$ cat src/rtl/io_access_arbiter_pkg.sv
// Shared types for the IO register-port arbiter.
// Holds the FSM state, master id type and read-latency bound.
package IO_ArbiterPkg;

   typedef enum logic [1:0] {
      IDLE,
      ISSUE,
      WAIT,
      RESP
   } ArbState_t;

   // 0 = M0 (load/store path), 1 = M1 (debug/DMA)
   typedef logic MasterId_t;

   localparam int MAX_RD_LATENCY = 3;

endpackage

$ cat src/rtl/io_arb_pick.sv
// Combinational winner selection for the IO register-port arbiter.
// Ports: Req_i (M1,M0 requests), LastGrant_i, LockOwner_i,
//        LockValid_i in; Valid_o (any request), Winner_o out.
module io_arb_pick
   import IO_ArbiterPkg::*;
#(
   parameter bit FIXED_PRIO = 1'b0
) (
   input  logic [1:0] Req_i,
   input  MasterId_t  LastGrant_i,
   input  MasterId_t  LockOwner_i,
   input  logic       LockValid_i,
   output logic       Valid_o,
   output MasterId_t  Winner_o
);

   logic LockHit;
   logic Both;

   // A requesting lock owner overrides both policies
   assign LockHit = LockValid_i && Req_i[LockOwner_i];
   assign Both    = (&Req_i) && !LockHit;

   always_comb begin
      Valid_o  = |Req_i;
      Winner_o = 1'b0;
      unique case (1'b1)
         LockHit: Winner_o = LockOwner_i;
         Both:    Winner_o = FIXED_PRIO ? 1'b0 : ~LastGrant_i;
         default: Winner_o = Req_i[1];
      endcase
   end

endmodule

$ cat src/rtl/io_access_arbiter.sv
// Two-master arbiter for the single peripheral register port.
// Ports: Sys_Clock/Sys_Reset (async, active-low); per master Mx_Req,
//        Mx_Write, Mx_Lock, Mx_Address, Mx_WrData in and Mx_Ack,
//        Mx_RdValid, Mx_RdData out; slave side Sys_WrEn, Sys_RdEn,
//        Sys_Address, Sys_WrData out and Sys_RdData in.
module io_access_arbiter
   import IO_ArbiterPkg::*;
#(
   parameter int RD_LATENCY = 1,
   parameter int FIXED_PRIO = 0
) (
   input  logic        Sys_Clock,
   input  logic        Sys_Reset,
   input  logic        M0_Req,
   input  logic        M1_Req,
   input  logic        M0_Write,
   input  logic        M1_Write,
   input  logic        M0_Lock,
   input  logic        M1_Lock,
   input  logic [29:0] M0_Address,
   input  logic [29:0] M1_Address,
   input  logic [31:0] M0_WrData,
   input  logic [31:0] M1_WrData,
   output logic        M0_Ack,
   output logic        M1_Ack,
   output logic        M0_RdValid,
   output logic        M1_RdValid,
   output logic [31:0] M0_RdData,
   output logic [31:0] M1_RdData,
   output logic        Sys_WrEn,
   output logic        Sys_RdEn,
   output logic [29:0] Sys_Address,
   output logic [31:0] Sys_WrData,
   input  logic [31:0] Sys_RdData
);

   if (RD_LATENCY < 1 || RD_LATENCY > MAX_RD_LATENCY) begin : g_bad_lat
      $error("io_access_arbiter: RD_LATENCY must be 1..%0d",
             MAX_RD_LATENCY);
   end

   localparam logic [1:0] CNT_INIT = 2'(RD_LATENCY - 1);

   ArbState_t   State_q, State_d;
   MasterId_t   Grant_q, Grant_d;
   MasterId_t   LastGrant_q, LastGrant_d;
   MasterId_t   LockOwner_q, LockOwner_d;
   logic        LockValid_q, LockValid_d;
   logic        Write_q, Write_d;
   logic        Lock_q, Lock_d;
   logic [29:0] Addr_q, Addr_d;
   logic [31:0] WrData_q, WrData_d;
   logic [1:0]  Cnt_q, Cnt_d;
   logic [31:0] RdData0_q, RdData0_d;
   logic [31:0] RdData1_q, RdData1_d;

   logic [1:0]  Req;
   logic        PickValid;
   MasterId_t   Winner;

   assign Req = {M1_Req, M0_Req};

   io_arb_pick #(
      .FIXED_PRIO (FIXED_PRIO != 0)
   ) u_pick (
      .Req_i       (Req),
      .LastGrant_i (LastGrant_q),
      .LockOwner_i (LockOwner_q),
      .LockValid_i (LockValid_q),
      .Valid_o     (PickValid),
      .Winner_o    (Winner)
   );

   assign Sys_Address = Addr_q;
   assign Sys_WrData  = WrData_q;
   assign M0_RdData   = RdData0_q;
   assign M1_RdData   = RdData1_q;

   always_comb begin
      State_d     = State_q;
      Grant_d     = Grant_q;
      LastGrant_d = LastGrant_q;
      LockOwner_d = LockOwner_q;
      LockValid_d = LockValid_q;
      Write_d     = Write_q;
      Lock_d      = Lock_q;
      Addr_d      = Addr_q;
      WrData_d    = WrData_q;
      Cnt_d       = Cnt_q;
      RdData0_d   = RdData0_q;
      RdData1_d   = RdData1_q;
      M0_Ack      = 1'b0;
      M1_Ack      = 1'b0;
      M0_RdValid  = 1'b0;
      M1_RdValid  = 1'b0;
      Sys_WrEn    = 1'b0;
      Sys_RdEn    = 1'b0;

      unique case (State_q)
         IDLE: begin
            // Owner went quiet: give up the lock
            if (LockValid_q && !Req[LockOwner_q]) begin
               LockValid_d = 1'b0;
            end
            if (PickValid) begin
               Grant_d  = Winner;
               Write_d  = Winner ? M1_Write   : M0_Write;
               Lock_d   = Winner ? M1_Lock    : M0_Lock;
               Addr_d   = Winner ? M1_Address : M0_Address;
               WrData_d = Winner ? M1_WrData  : M0_WrData;
               State_d  = ISSUE;
            end
         end
         ISSUE: begin
            Sys_WrEn    = Write_q;
            Sys_RdEn    = ~Write_q;
            M0_Ack      = (Grant_q == 1'b0);
            M1_Ack      = (Grant_q == 1'b1);
            LastGrant_d = Grant_q;
            if (Lock_q) begin
               LockValid_d = 1'b1;
               LockOwner_d = Grant_q;
            end else if (LockOwner_q == Grant_q) begin
               LockValid_d = 1'b0;
            end
            Cnt_d   = CNT_INIT;
            State_d = Write_q ? IDLE : WAIT;
         end
         WAIT: begin
            if (Cnt_q == 2'd0) begin
               if (Grant_q) begin
                  RdData1_d = Sys_RdData;
               end else begin
                  RdData0_d = Sys_RdData;
               end
               State_d = RESP;
            end else begin
               Cnt_d = Cnt_q - 2'd1;
            end
         end
         RESP: begin
            M0_RdValid = (Grant_q == 1'b0);
            M1_RdValid = (Grant_q == 1'b1);
            State_d    = IDLE;
         end
         default: State_d = IDLE;
      endcase
   end

   always_ff @(posedge Sys_Clock or negedge Sys_Reset) begin
      if (!Sys_Reset) begin
         State_q     <= IDLE;
         Grant_q     <= 1'b0;
         // Points at M1 so M0 wins the first contested round
         LastGrant_q <= 1'b1;
         LockOwner_q <= 1'b0;
         LockValid_q <= 1'b0;
         Write_q     <= 1'b0;
         Lock_q      <= 1'b0;
         Addr_q      <= '0;
         WrData_q    <= '0;
         Cnt_q       <= '0;
         RdData0_q   <= '0;
         RdData1_q   <= '0;
      end else begin
         State_q     <= State_d;
         Grant_q     <= Grant_d;
         LastGrant_q <= LastGrant_d;
         LockOwner_q <= LockOwner_d;
         LockValid_q <= LockValid_d;
         Write_q     <= Write_d;
         Lock_q      <= Lock_d;
         Addr_q      <= Addr_d;
         WrData_q    <= WrData_d;
         Cnt_q       <= Cnt_d;
         RdData0_q   <= RdData0_d;
         RdData1_q   <= RdData1_d;
      end
   end

endmodule

$ cat config.mk
export PLATFORM = sky130hd
export DESIGN_NAME = io_access_arbiter
export DESIGN_NICKNAME = d
export VERILOG_FILES = /design/src/rtl/io_access_arbiter_pkg.sv /design/src/rtl/io_arb_pick.sv /design/src/rtl/io_access_arbiter.sv
export SDC_FILE = /design/constraint.sdc
export NUM_CORES = 1
export LEC_CHECK = 0
export BUFFER_PORTS_ARGS = -buffer_cell sky130_fd_sc_hd__buf_2
export CELL_PAD_IN_SITES_DETAIL_PLACEMENT = 0
export CELL_PAD_IN_SITES_GLOBAL_PLACEMENT = 2
export CORE_AREA = 2 2 145 147
export DETAILED_ROUTE_END_ITERATION = 10
export DIE_AREA = 0 0 147 149
export PLACE_DENSITY_LB_ADDON = 0.25
export SLEW_MARGIN = 30
export SYNTH_ARGS = -nofsm -noshare
export SYNTH_HDL_FRONTEND = slang
export SYNTH_HIERARCHICAL = 1
export SYNTH_SLANG_ARGS = --single-unit
export TNS_END_PERCENT = 100
$ cat constraint.sdc
create_clock -name Sys_Clock -period 3.7 [get_ports Sys_Clock]
set_clock_uncertainty 0.05 [all_clocks]
set_input_delay 0.74 -clock Sys_Clock [delete_from_list [all_inputs] [get_ports Sys_Clock]]
set_output_delay 0.74 -clock Sys_Clock [all_outputs]
set_load 0.05 [all_outputs]
Word level (Yosys, flattened, before mapping)
Index checks and enable logic that the tools add are counted.

word-level totals
  register bits = 136
  input bits = 164
  logic and storage cells = 67
  output and inout port bits = 132

cells by class
  add/subtract/negate cells = 1
  order comparisons = 1
  bitwise gates (word level) = 3
  multiplexer cells = 23
  equality and inequality tests = 9
  reductions and logical operators = 18

operators with widths
  kind                                                 number
  2-to-1 mux 32 bit                                    1
  2-to-1 mux 30 bit                                    1
  2-to-1 mux 1 bit                                     13
  AND reduction 2 bit                                  5
  AND reduction 3 bit                                  3
  2-to-1 mux 2 bit                                     4
  inequality test 2 bit (second input constant)        4
  case mux 2 bit (4 select lines)                      1
  == test 2 bit (second input constant)                2
  zero test 2 bit                                      2
  case mux 1 bit (2 select lines)                      2
  case mux 2 bit (2 select lines)                      1
  nonzero test 2 bit                                   2
  logical AND 1 bit                                    3
  inequality test 3 bit (second input constant)        1
  NOT 1 bit                                            3
  == test 2 x 1 -> 1 bit (second input constant)       1
  zero test 1 bit                                      2
  < comparator 1 x 2 -> 1 bit (second input constant)  1
  OR reduction 2 bit                                   1
  subtractor 2 x 1 -> 2 bit (second input constant)    1
  == test 1 bit                                        1

Longest topological paths before layout
Gate-level depths: netlist (run 1).

  depth in word-level cells = 7
  gate-level depth with buffers = 7
  depth with buffers taken out = 5

Hierarchy
The synthesis (run 1) kept the hierarchy.

modules (own cells, without submodules)
  module             instances  area each (sq um)  seq. area each (sq um)  cells each
  io_access_arbiter  1          5749.3             3404.5                  459
  io_arb_pick        1          27.5               0.0                     4

Worst setup path after synthesis (run 1)
Ideal clock, no wire load.

  path kind = register -> output
  from = reg State_q[0]
  to = out M0_Ack
  data arrival time = 1.425 ns
  buffers on the path = 1
  stages on the path, launching flop included = 4
  path slack = 1.485 ns
  required time = 2.910 ns
  cells stage by stage = dfrtp_1 -> clkbuf_1 -> nand2b_1 -> nor2_1

on the way
  longest elaborated chain between the ends = 2

ends and longest elaborated chain
  item                    RTL line                  text
  start, declared         io_access_arbiter.sv:44   ArbState_t State_q, State_d;
  start signal, assigned  io_access_arbiter.sv:166  State_q <= State_d;
  == test 2 x 1 -> 1 bit  io_access_arbiter.sv:99   unique case (State_q)
  2-to-1 mux 1 bit        io_access_arbiter.sv:99
  end, declared           io_access_arbiter.sv:24   output logic M0_Ack,

Every way passes these cells.

Worst setup path after layout (run 1)
  from = reg State_q[0]
  to = out M1_Ack

on the way
  longest elaborated chain between the ends = 2

ends and longest elaborated chain
  item                    RTL line                 text
  == test 2 x 1 -> 1 bit  io_access_arbiter.sv:99
  2-to-1 mux 1 bit        io_access_arbiter.sv:99
  end, declared           io_access_arbiter.sv:25  output logic M1_Ack,

Every way passes these cells.

==> out/summary.md, run 1 <==
The run finished with clean final reports. The startpoint type of the worst setup path is a register. The synthesized-area fraction occupied by and/or/nand/nor cells is 6.519%, and the combined global-route utilization of all metal layers is 14.09%. The layout has 2,042 filler cells.

The area growth from synthesis to layout is 40.70%. The first detailed-routing pass ran for 4 iterations. The register clock-pin slew on the reported worst setup and hold paths is 0.06 ns, and the number of nets with antenna violations after detailed routing is 0. The die is 147 um wide.

Number of hold violations in the final report: 0. By area the synthesized netlist is led by sky130_fd_sc_hd__dfrtp_1, sky130_fd_sc_hd__mux2i_1, sky130_fd_sc_hd__mux2_2, sky130_fd_sc_hd__mux2_1, sky130_fd_sc_hd__a21oi_1. Setup repair after global routing left no endpoint under its margin. The tools report the maximum vdd drop as 350.5 uV. In this run, synthesis produced a sequential element count of 136.

The clock passes through at most 2 buffers. The total power divided by cell area came out at 1122 nW/um^2. After detailed routing, the average wire length per cell comes to 14.70 um.

The routed design uses 7.501 mm of met2 wire. In this run the critical register-to-register path is launched from State_q[0]. The biggest area contributor in the post-synthesis netlist is sky130_fd_sc_hd__dfrtp_1.

The instance count after placement with tap cells included was 1,010. The number of cells on the worst reg-to-reg path is 4. In this run, post-CTS repair resized a total of 0 instances.

In this run the critical register-to-register path is captured at Sys_WrData[3]. Across the whole layout, storage elements account for 3405 sq um. H-tree level count: 4.

The synthesized netlist occupies a cell area of 5777 sq um. For the post-DP HPWL, the log shows 11.37 mm. For the wire length of the first global-routing pass, the log shows 23.99 mm. Summed over all cells, the static leakage comes to 3.940 nW.

Summing the sequential cell areas from Yosys gives 58.93% of the chip area. CTS placed an instance of sky130_fd_sc_hd__clkbuf_16 at the clock tree root. After routing, the total negative slack on setup checks comes to 0 ns. The number of warning messages in the yosys log is 6, and the number of max-slew violations in the final report is 0. Summing all multi-input logic gate instances after layout gives 2207 sq um. The tools report the number of standard cells in the final layout excluding fillers as 1,042.

TritonCTS built the clock tree. The tools report the critical path launch point as State_q[0]. In this run the tool buffered the top-level ports with 295 buffer cells. The final critical path time including I/O delays and setup is 2.534 ns, and the met3 wirelength from detailed routing is 1.426 mm.

Clock insertion delay at the later pin of the skew report: 0.41 ns. Across the run, the number of max-cap violations was 0. The actual transition at the worst max-transition pin works out to 0.7715 ns.

In this run the worst path has a maximum fanout of 15. After routing the design area is 8128 sq um. Timing would allow up to 0.3946 GHz. The repair_antennas step left the layout with diodes totalling 0. Counting every net in the synthesized netlist gives 628. In this run, distinct cell masters in the synthesized netlist total 31. The initial utilization of the core area, before any placement, comes to 28.10%.

In this run the worst setup path terminates at M1_Ack. The final setup violation count came out at 0. Summed over all layers, the routed wires come to 15.31 mm. The synthesized-area fraction occupied by ao, oa, aoi and oai cells was 6.541%; the remaining design rule violation count was 0.

The final clock period utilization by the worst path is 68.50%. The via count of the first global-routing pass was 4,632; the placement row count was 53. The tools report the residual overflow from global routing as 0.

The tools report the element type at the critical path end as an output pin. DRC marker count from the first detailed-route iteration: 153. The number of antenna violations at the first check in global routing was 0. Summing the areas of all fa, ha and maj instances in the mapped netlist gives 0.2166% of the synthesized area. In this run the worst hold path is classified as in -> async.

Averaged over all synthesized cells, the footprint is 12.48 sq um. Data on the critical path arrives at its endpoint at 1.74 ns. Routability-driven placement finished with a final weighted congestion of 0.7544.

The setup check on the worst reg-to-reg path leaves a slack of 1.65 ns. The type of the worst setup path is reg -> out. The fraction of layout instances using a drive strength above 1 is 48.50%. After clock tree synthesis, the flow added hold-fix buffers numbering 0.

The multiplexer share of the synthesized area was 24.50%. After synthesis, the largest family of logic cells by area is multiplexers. After detailed routing, the wire length on met1 is 6.242 mm. Number of top-level pins: 296.

The worst path required time was 2.91 ns; the number of post-CTS setup repair buffers was 0. The number of vias per cell after detailed routing came out at 4.331. TritonCTS created 17 clock buffers. For the number of vias after detailed routing, the log shows 4,513. The core region is 20,560 sq um. Counting every instance in the synthesized netlist gives 463. In this run the tightest slew margin relative to its limit is 48.34%. The top cell type's share of synthesized area was 58.48%; the final net count was 919. The clock net in this run drives a total of 136 sinks.

Entering global routing, the biggest net connects 79 pins. Of the total synthesized cell area, the portion taken by XOR and XNOR cells is 0.1516%. The die covers 21,900 sq um. The standard cell area after detailed placement is 7543 sq um, and the height of the die is 149 um. The highest layer touched by signal routing is met4.
## power by group
group / internal (mW) / switching, mW / leakage (nW)
Sequential: 2.23 / 0.408 / 1.56
Clock: 1.03 / 0.636 / 0.281
Combinational: 1.22 / 3.60 / 2.10
Total: 4.48 / 4.64 / 3.94
## worst min path at each step
stage | from | to | slack, ns | cells past startpoint
4_1_cts | Sys_Reset | M1_RdData[11] | 0.30 | 1
3_3_place_gp | M1_RdData[2] | M1_RdData[2] | 0.42 | 1
3_5_place_dp | M1_RdData[3] | M1_RdData[3] | 0.43 | 1
2_1_floorplan | Sys_Reset | Cnt_q[0] | 0.39 | 0
6_report | Sys_Reset | M0_RdData[11] | 0.28 | 1
5_1_grt | Sys_Reset | M0_RdData[19] | 0.33 | 1
## critical path, cell delays in order (launching register included)
cell and delay, ns:
sky130_fd_sc_hd__dfrtp_1 0.62, sky130_fd_sc_hd__nor2b_1 0.25, sky130_fd_sc_hd__and2_1 0.17, sky130_fd_sc_hd__buf_2 0.29
## cell families (layout without fill, tap and decap cells)
group | Yosys count | count (layout)
flops | 136 | 136
xor+xnor | 1 | 1
buf+inv | 34 | 338
simple gates | 86 | 86
fa+ha+maj | 1 | 1
mux | 133 | 133
compound gates | 72 | 72
## synth_stat cells
cell,instances
sky130_fd_sc_hd__inv_1,4
sky130_fd_sc_hd__nand4_1,1
sky130_fd_sc_hd__a22o_1,2
sky130_fd_sc_hd__a21oi_1,65
sky130_fd_sc_hd__nor3_1,1
sky130_fd_sc_hd__nor3b_1,1
sky130_fd_sc_hd__nand4b_2,1
sky130_fd_sc_hd__dfstp_2,1
sky130_fd_sc_hd__nor2b_1,1
sky130_fd_sc_hd__dfrtp_1,135
sky130_fd_sc_hd__a21boi_1,1
sky130_fd_sc_hd__o21ai_0,1
sky130_fd_sc_hd__buf_2,25
sky130_fd_sc_hd__buf_6,3
sky130_fd_sc_hd__ha_1,1
sky130_fd_sc_hd__and2_1,2
sky130_fd_sc_hd__mux2_2,35
sky130_fd_sc_hd__xor2_1,1
sky130_fd_sc_hd__nand2_1,4
sky130_fd_sc_hd__mux2_1,32
sky130_fd_sc_hd__nand3b_1,1
sky130_fd_sc_hd__nor3_4,1
sky130_fd_sc_hd__mux2i_1,66
sky130_fd_sc_hd__a21o_1,2
sky130_fd_sc_hd__and3_1,1
sky130_fd_sc_hd__nand3_1,1
sky130_fd_sc_hd__nor2_1,68
sky130_fd_sc_hd__clkbuf_1,2
sky130_fd_sc_hd__nand2b_1,2
sky130_fd_sc_hd__or2_2,1
sky130_fd_sc_hd__o31ai_1,1
## flip-flops by register name (all words and copies together) (netlist names), named ones only
signal,cells
M0_RdData,32
M1_RdData,32
Sys_WrData,32
Sys_Address,30
Cnt_q,2
Grant_q,1
LastGrant_q,1
LockOwner_q,1
LockValid_q,1
Lock_q,1
State_q,1
Write_q,1
## placed cells by master (no fill, tap or decap), types with 2 or more instances in the layout
master / count
sky130_fd_sc_hd__buf_2: 294
sky130_fd_sc_hd__clkbuf_16: 17
sky130_fd_sc_hd__a21o_1: 2
sky130_fd_sc_hd__mux2_2: 35
sky130_fd_sc_hd__inv_1: 4
sky130_fd_sc_hd__nor2_1: 68
sky130_fd_sc_hd__clkbuf_1: 3
sky130_fd_sc_hd__nand2b_1: 2
sky130_fd_sc_hd__clkinv_4: 3
sky130_fd_sc_hd__mux2_1: 32
sky130_fd_sc_hd__a21oi_1: 65
sky130_fd_sc_hd__clkinvlp_4: 2
sky130_fd_sc_hd__clkbuf_8: 2
sky130_fd_sc_hd__bufinv_16: 2
sky130_fd_sc_hd__dfrtp_1: 135
sky130_fd_sc_hd__a22o_1: 2
sky130_fd_sc_hd__clkinv_2: 2
sky130_fd_sc_hd__buf_12: 3
sky130_fd_sc_hd__nand2_1: 4
sky130_fd_sc_hd__buf_4: 4
sky130_fd_sc_hd__and2_1: 2
sky130_fd_sc_hd__mux2i_1: 66
## stage by stage
stage                     utilization [%]  hold slack (ns)  total power, mW  setup WS (ns)
after floorplan                         -           0.3944            6.316          1.485
after global placement              36.70           0.4193            7.488          1.316
after detailed placement            36.70           0.4262            7.544          1.228
after CTS                           39.54           0.3038            9.267          1.126
after global routing                39.54           0.3286            9.621         0.9968
final                               39.54           0.2826            9.121          1.166
## area by class of cell
class,count,share of cell area [%]
tap,275,4.233
clock buffer,22,5.711
sequential,136,41.89
clock inverter,10,1.478
multi-input combinational,293,27.16
timing repair buffer,302,19.35
inverter,4,0.1847
## metal layers
layer  vias to the layer above  global-route usage, %
met1                      2105                  16.68
met4                         0                  4.808
met5                         -                      0
li1                       2201                      -
met3                        11                  5.749
met2                       196                  23.36
Note: power is estimated with default switching activity, not from simulation.
==> inputs of run 2 (changes only) <==
Settings changed: ABC_AREA set to 1, CORE_AREA 2 2 145 147 to 2 2 165 167, DIE_AREA 0 0 147 149 to 0 0 167 169.
Clock period 3.7 ns to 2.3 ns, I/O delays scaled along.
==> out/summary.md, run 2 <==
The flow ran to the end, and the final reports show no timing, DRC or antenna violations. The run gives 8501 sq um (+4.6%) as the total non-filler cell area in the finished layout. The tools report the number of distinct library cell variants in the gate-level netlist after synthesis as 23 (-26%). Static timing analysis puts the maximum clock frequency at 0.4690 GHz. For the instance count after placement with tap cells included, the log shows 1,258 (+25%). The library cells used most frequently in the layout, excluding fill and tap cells, are sky130_fd_sc_hd__buf_2, sky130_fd_sc_hd__nand2_1, sky130_fd_sc_hd__nor2_1, sky130_fd_sc_hd__dfrtp_1, sky130_fd_sc_hd__o21ai_1. The tools report the routed wire length on met2 as 8.580 mm (+14%).

Cell taking the most area after synthesis: sky130_fd_sc_hd__dfrtp_1. The number of I/O port buffers was 295 (unchanged). The maximum buffer depth of the clock tree came out at 2 (unchanged). The fraction of layout instances using a drive strength above 1 was 41.46% (-7.0 points); the final design utilization was 32.08% (-7.5 points). The count of state elements after synthesis was 136 (unchanged); the combined global-route utilization of all metal layers was 13.43% (-0.65 points). The gate count after technology mapping is 645 (+39%), and the number of enable-type register cells in the synthesized netlist is 0 (unchanged). For the clock insertion delay at the later pin of the skew report, the log shows 0.41 ns (about the same). Data arrival time of the critical path: 1.62 ns (-0.12 ns). The DRC marker count from the first detailed-route iteration was 243 (+59%).

The post-DP HPWL is 13.66 mm (+20%), and the final setup slack of the worst path is 0.1677 ns (-0.9980 ns). Signal routing reaches up to met5. The length of the first detailed-routing pass in iterations is 4 (unchanged), and the number of hold violations in the final report is 0 (unchanged).

Of the available clock period, the critical path in the final layout requires 92.71%. The number of fillers in the final layout came out at 2,896 (+42%). The total power divided by cell area works out to 1817 nW/um^2 (+62%). The height of the die was 169 um (+13%); the final critical path time including I/O delays and setup was 2.132 ns. The tools report the startpoint of the tightest hold check path as Sys_RdData[3]. The logs give 0 (unchanged) for the number of max-slew violations in the final report and 15.44 mW (+69%) for the overall power consumption. The logs give 7894 sq um (+4.6%) for the standard cell area after detailed placement and 0.4979 ns (-0.7298 ns) for the worst-case setup slack after placement.

The worst setup path is launched from a register. The remaining design rule violation count is 0 (unchanged). The maximum fanout along the worst path works out to 6 (-9).

Worst slew margin relative to its limit: 70.75% (+22 points). The number of standard cells in the final layout excluding fillers was 1,290 (+24%). The most used flip-flop cell after synthesis is sky130_fd_sc_hd__dfrtp_1. Mean routed wirelength per cell: 14.74 um (+0.31%). The tools report the clock sink total as 136 (unchanged). The logs give 0 ns (unchanged) for the setup TNS after final layout and 0 (unchanged) for the number of nets with antenna violations after detailed routing. The number of post-CTS setup repair buffers is 0 (unchanged), and the met1 routed wirelength after detailed routing is 8.348 mm (+34%). The wire length of the first global-routing pass is 29.91 mm (+25%).

The cell at the root of the clock tree was sky130_fd_sc_hd__clkbuf_16. Final RePlAce weighted congestion: 0.7042 (-6.7%). The tools report the maximum vdd drop as 810.8 uV (+130%). The run gives 0.65 ns (-1.00 ns) as the reg-to-reg setup timing slack.

The element type at the critical path end was an output pin. The register clock-pin slew on the reported worst setup and hold paths works out to 0.06 ns (about the same). The most common cell after layout, fill and taps aside is sky130_fd_sc_hd__buf_2.

In this run the worst hold path is classified as in -> reg. The leakage component of the power came out at 4.468 nW (+13%). In the post-synthesis netlist, the biggest area contributors are sky130_fd_sc_hd__dfrtp_1, sky130_fd_sc_hd__nand2_1, sky130_fd_sc_hd__nor2_1, sky130_fd_sc_hd__o31ai_1, sky130_fd_sc_hd__o31ai_2.

The logs give 1.79 ns (-1.12 ns) for the worst path required time and 296 (unchanged) for the number of top-level pins. The actual transition at the worst max-transition pin is 0.4387 ns (-0.3327 ns), and the area of the die is 28,220 sq um (+29%). The critical path in this run is classified as reg -> out. The final setup violation count is 0 (unchanged). The area used by multi-input combinational logic is 2187 sq um (-0.91%), and the residual overflow from global routing is 0 (unchanged). The H-tree level count is 4 (unchanged), and the starting density of the core is 22.73% (-5.4 points). For the number of vias after detailed routing, the log shows 5,308 (+18%). The logs give 1,102 (+20%) for the final net count and 60 (+13%) for the placement row count.

The floorplan die width came out at 167 um (+14%). The average instance area after synthesis was 9.340 sq um (-25%); the number of vias per cell after detailed routing was 4.115 (-5.0%). The tools report the footprint of the flip-flops and latches as 3405 sq um (unchanged).

Post-synthesis to final-layout area growth: 41.10%. The run gives 6 (unchanged) as the number of warning messages in the yosys log. TritonCTS built the clock tree.

The total standard cell area after synthesis is 6025 sq um (+4.3%). The sequential element share of the synthesized area came out at 56.51% (-2.4 points). By count the netlist is led by sky130_fd_sc_hd__nand2_1, sky130_fd_sc_hd__nor2_1, sky130_fd_sc_hd__dfrtp_1, sky130_fd_sc_hd__inv_1, sky130_fd_sc_hd__o21ai_1. The fraction of synthesis flops using an asynchronous set or reset pin is 100.0% (unchanged), and the top cell type's share of synthesized area is 56.07% (-2.4 points). The number of buffers created by CTS came out at 17 (unchanged).

The net count after synthesis is 810 (+29%). The startpoint identified for the worst register-to-register timing path is LastGrant_q. The logs give 26,500 sq um (+29%) for the core box area and 5 (+5) for the number of antenna violations at the first check in global routing. The met3 wirelength from detailed routing was 1.919 mm (+35%).

The count of maximum capacitance violations came out at 0 (unchanged). Tracing the worst setup path back leads to its startpoint at Grant_q. The via count of the first global-routing pass is 5,408 (+17%), and the pin count of the biggest net entering global routing is 56 (-29%). The total wire length is 19.02 mm (+24%), and the worst hold slack is 0.2612 ns (-0.02137 ns).
run 2: critical path, stage by stage, from the launching register on:
cell	delay (ns)
sky130_fd_sc_hd__dfrtp_1	0.48
sky130_fd_sc_hd__inv_1	0.19
sky130_fd_sc_hd__nor3_1	0.22
sky130_fd_sc_hd__buf_2	0.32
run 2: area by class of cell:
cell class,instances,share of cell area (%)
sequential,136,40.05
multi-input combinational,425,25.73
timing repair buffer,313,20.27
clock buffer,18,5.166
tap,341,5.019
inverter,44,1.943
clock inverter,12,1.796
antenna,1,0.02944
run 2: power by group:
part / switching (mW) / total, mW / internal (mW)
registers: 0.638 / 4.23 / 3.59
logic: 6.36 / 8.39 / 2.03
clock network: 1.10 / 2.82 / 1.72
total: 8.10 / 15.4 / 7.34
run 2: final timing paths:
kind | endpoint | depth (start not counted)
setup / recovery | M1_RdValid | 3
max in group asynchronous | Sys_WrData[22] | 3
min in group asynchronous | M1_RdData[6] | 2
setup reg to reg | Sys_WrData[10] | 7
hold reg to reg | M1_RdData[1] | 2
hold / removal | M1_RdData[3] | 3
run 2: per-layer routing:
metal  GRT usage [%]  vias up
li1                -     2676
met1           16.82     2408
met2           21.18      203
met3           6.289       17
met4           2.924        4
met5               0        -
run 2: cells by family after synthesis:
kind of cell               share of synthesized area (%)
AOI/OAI and AO/OA                                  17.03
adders and majority gates                         0.2077
buffers and inverters                              7.394
DFF                                                56.51
and+or+nand+nor                                    18.86
run 2: timing repair:
item / CTS / global route
hold buffers: 1 / 0
endpoints found under the setup margin: 0 / 1
hold endpoints to repair: 40 / 0
resized for setup: 0 / 1
==> inputs of run 3 (changes only) <==
Settings changed: PLACE_DENSITY_LB_ADDON 0.25 to 0.3.
==> out/summary.md, run 3 (same netlist as run 2, synthesis figures left out) <==
The worst path required time is 1.79 ns (about the same), and the final setup violation count is 0 (unchanged). The worst slew margin relative to its limit is 66.96% (-3.8 points). The number of fillers in the final layout is 2,896 (unchanged). Residual overflow from global routing: 0 (unchanged).

The logs give 5,381 (-0.50%) for the via count of the first global-routing pass and 296 (unchanged) for the number of top-level pins. The library cells used most frequently in the layout, excluding fill and tap cells, are sky130_fd_sc_hd__buf_2, sky130_fd_sc_hd__nand2_1, sky130_fd_sc_hd__dfrtp_1, sky130_fd_sc_hd__nor2_1, sky130_fd_sc_hd__o21ai_1. The final net count is 1,098 (-0.36%), and the floorplan die width is 167 um (unchanged). For the count of maximum capacitance violations, the log shows 0 (unchanged). TritonCTS built the clock tree. The tools report the number of post-CTS setup repair buffers as 0 (unchanged). The run gives 0 (unchanged) as the number of hold violations in the final report. The root buffer cell chosen for the clock tree is sky130_fd_sc_hd__clkbuf_16. The data arrival time of the critical path is 1.60 ns (-0.02 ns), and the final clock period utilization by the worst path is 91.90% (-0.80 points). The post-synthesis to final-layout area growth was 40.35%. The tools report the area used by multi-input combinational logic as 2192 sq um (+0.23%). The run gives 0.41 ns (about the same) as the clock insertion delay at the later pin of the skew report. Actual transition at the worst max-transition pin: 0.4955 ns (+0.05680 ns). The number of I/O port buffers was 295 (unchanged). The flow ran to the end, and the final reports show no timing, DRC or antenna violations.

Worst hold slack: 0.2541 ns (-0.007063 ns). The mean routed wirelength per cell came out at 14.65 um (-0.59%). The setup TNS after final layout is 0 ns (unchanged).

Top achievable clock speed: 0.4731 GHz (+0.87%). The pin count of the biggest net entering global routing was 69 (+23%); the remaining design rule violation count was 0 (unchanged). Clock sink total: 136 (unchanged). The number of nets with antenna violations after detailed routing came out at 0 (unchanged). The worst setup path is captured at an output pin. Number of buffers created by CTS: 17 (unchanged). The fraction of layout instances using a drive strength above 1 came out at 41.54% (+0.088 points). The run gives 26,500 sq um (unchanged) as the core box area. Most common cell after layout, fill and taps aside: sky130_fd_sc_hd__buf_2. The final critical path time including I/O delays and setup came out at 2.114 ns (-0.01849 ns). The length of the first detailed-routing pass in iterations is 4 (unchanged), and the register clock-pin slew on the reported worst setup and hold paths is 0.06 ns (about the same). The tightest min-delay check is of the in -> reg type. The leakage component of the power was 4.444 nW (-0.54%); the area of the die was 28,220 sq um (unchanged). The number of vias per cell after detailed routing was 4.095 (-0.48%). The run gives 235 (-3.3%) as the DRC marker count from the first detailed-route iteration.

The wire length of the first global-routing pass came out at 29.81 mm (-0.32%). The maximum buffer depth of the clock tree was 2 (unchanged); the post-DP HPWL was 13.52 mm (-0.99%). Number of vias after detailed routing: 5,270 (-0.72%).

The logs give 18.86 mm (-0.83%) for the total wire length and 0 (-1) for the antenna diode count. The critical path is of the reg -> out type. The run gives 60 (unchanged) as the placement row count. The final RePlAce weighted congestion is 0.7403 (+5.1%), and the total power divided by cell area is 1810 nW/um^2 (-0.36%).

The run gives 3405 sq um (unchanged) as the footprint of the flip-flops and latches. The startpoint type of the worst setup path was a register. The starting density of the core is 22.73% (unchanged). The height of the die is 169 um (unchanged).

The number of max-slew violations in the final report is 0 (unchanged), and the number of antenna violations at the first check in global routing is 2 (-3). The combined global-route utilization of all metal layers is 13.47% (+0.032 points), and the maximum vdd drop is 773.0 uV (-4.7%). Setup repair after global routing left no endpoint under its margin. The maximum fanout along the worst path is 7 (+1). The run gives 4 (unchanged) as the H-tree level count.
run 3: cell types whose count changed in the layout (fill, tap and decap cells not counted), sizes merged:
cell,before,now
clkbuf,19,21
clkinv,4,3
bufinv,3,2
diode,1,0
inv,45,48
buf,311,307
clkinvlp,4,3
run 3: worst max-delay path: stages (launching register included):
cell                      delay [ns]
sky130_fd_sc_hd__dfrtp_1        0.41
sky130_fd_sc_hd__inv_1          0.10
sky130_fd_sc_hd__nor2_2         0.19
sky130_fd_sc_hd__inv_2          0.12
sky130_fd_sc_hd__nor2_2         0.14
sky130_fd_sc_hd__buf_4          0.23
run 3: worst paths after layout:
path / to / slack, ns / cells after the start / from
worst max register to register: Sys_WrData[15] / 0.62 / 7 / LastGrant_q
worst min-delay path: M1_RdData[9] / 0.25 / 3 / Sys_RdData[9]
max in group asynchronous: Sys_WrData[27] / 1.06 / 3 / Sys_Reset
worst max-delay path: M0_Ack / 0.19 / 5 / State_q[0]
worst min register to register: Sys_WrData[27] / 0.42 / 2 / Sys_WrData[27]
min in group asynchronous: M1_RdData[7] / 0.50 / 2 / Sys_Reset
run 3: timing repair:
| action | 4_1_cts | 5_1_grt |
|---|---|---|
| hold endpoints to repair | 40 | 0 |
| gates resized for setup | 2 | 3 |
| endpoints found under the setup margin | 4 | 4 |
| hold buffers | 1 | 0 |
run 3: area by class of cell:
cell class	count	area share, %
flip-flops and latches	136	40.26
multi-input cells	425	25.92
repair buffers	309	19.75
clock buffers	20	5.401
well taps	341	5.046
inverters	44	1.953
clock inverters	12	1.657
run 3: layer usage:
layer	part of all wire, %	vias to the layer above	GRT usage (%)
met2	47	192	21.65
met4	0.76	4	3.036
li1	-	2670	-
met3	9.1	12	6.102
met1	43	2392	16.60
met5	0.16	-	0
run 3: metrics by stage:
stage | instance area, sq um | cells | util, % | worst slack (ns) | total power, mW
finish | 8456 | 1287 | 31.91 | 0.1862 | 15.30
global placement | 7839 | 1254 | 29.58 | 0.3490 | 12.67
detailed placement | 7839 | 1254 | 29.58 | 0.2785 | 12.69
CTS | 8451 | 1287 | 31.89 | 0.01083 | 15.59
global route | 8456 | 1287 | 31.91 | 0.01211 | 16.33
floorplan | 6025 | 645 | - | 0.1649 | 10.64
run 3: power breakdown:
| part | leakage [nW] | switching [mW] | internal (mW) | total (mW) |
|---|---|---|---|---|
| clock | 0.284 | 1.11 | 1.67 | 2.78 |
| sequential | 1.66 | 0.621 | 3.59 | 4.21 |
| combinational | 2.50 | 6.36 | 1.95 | 8.31 |
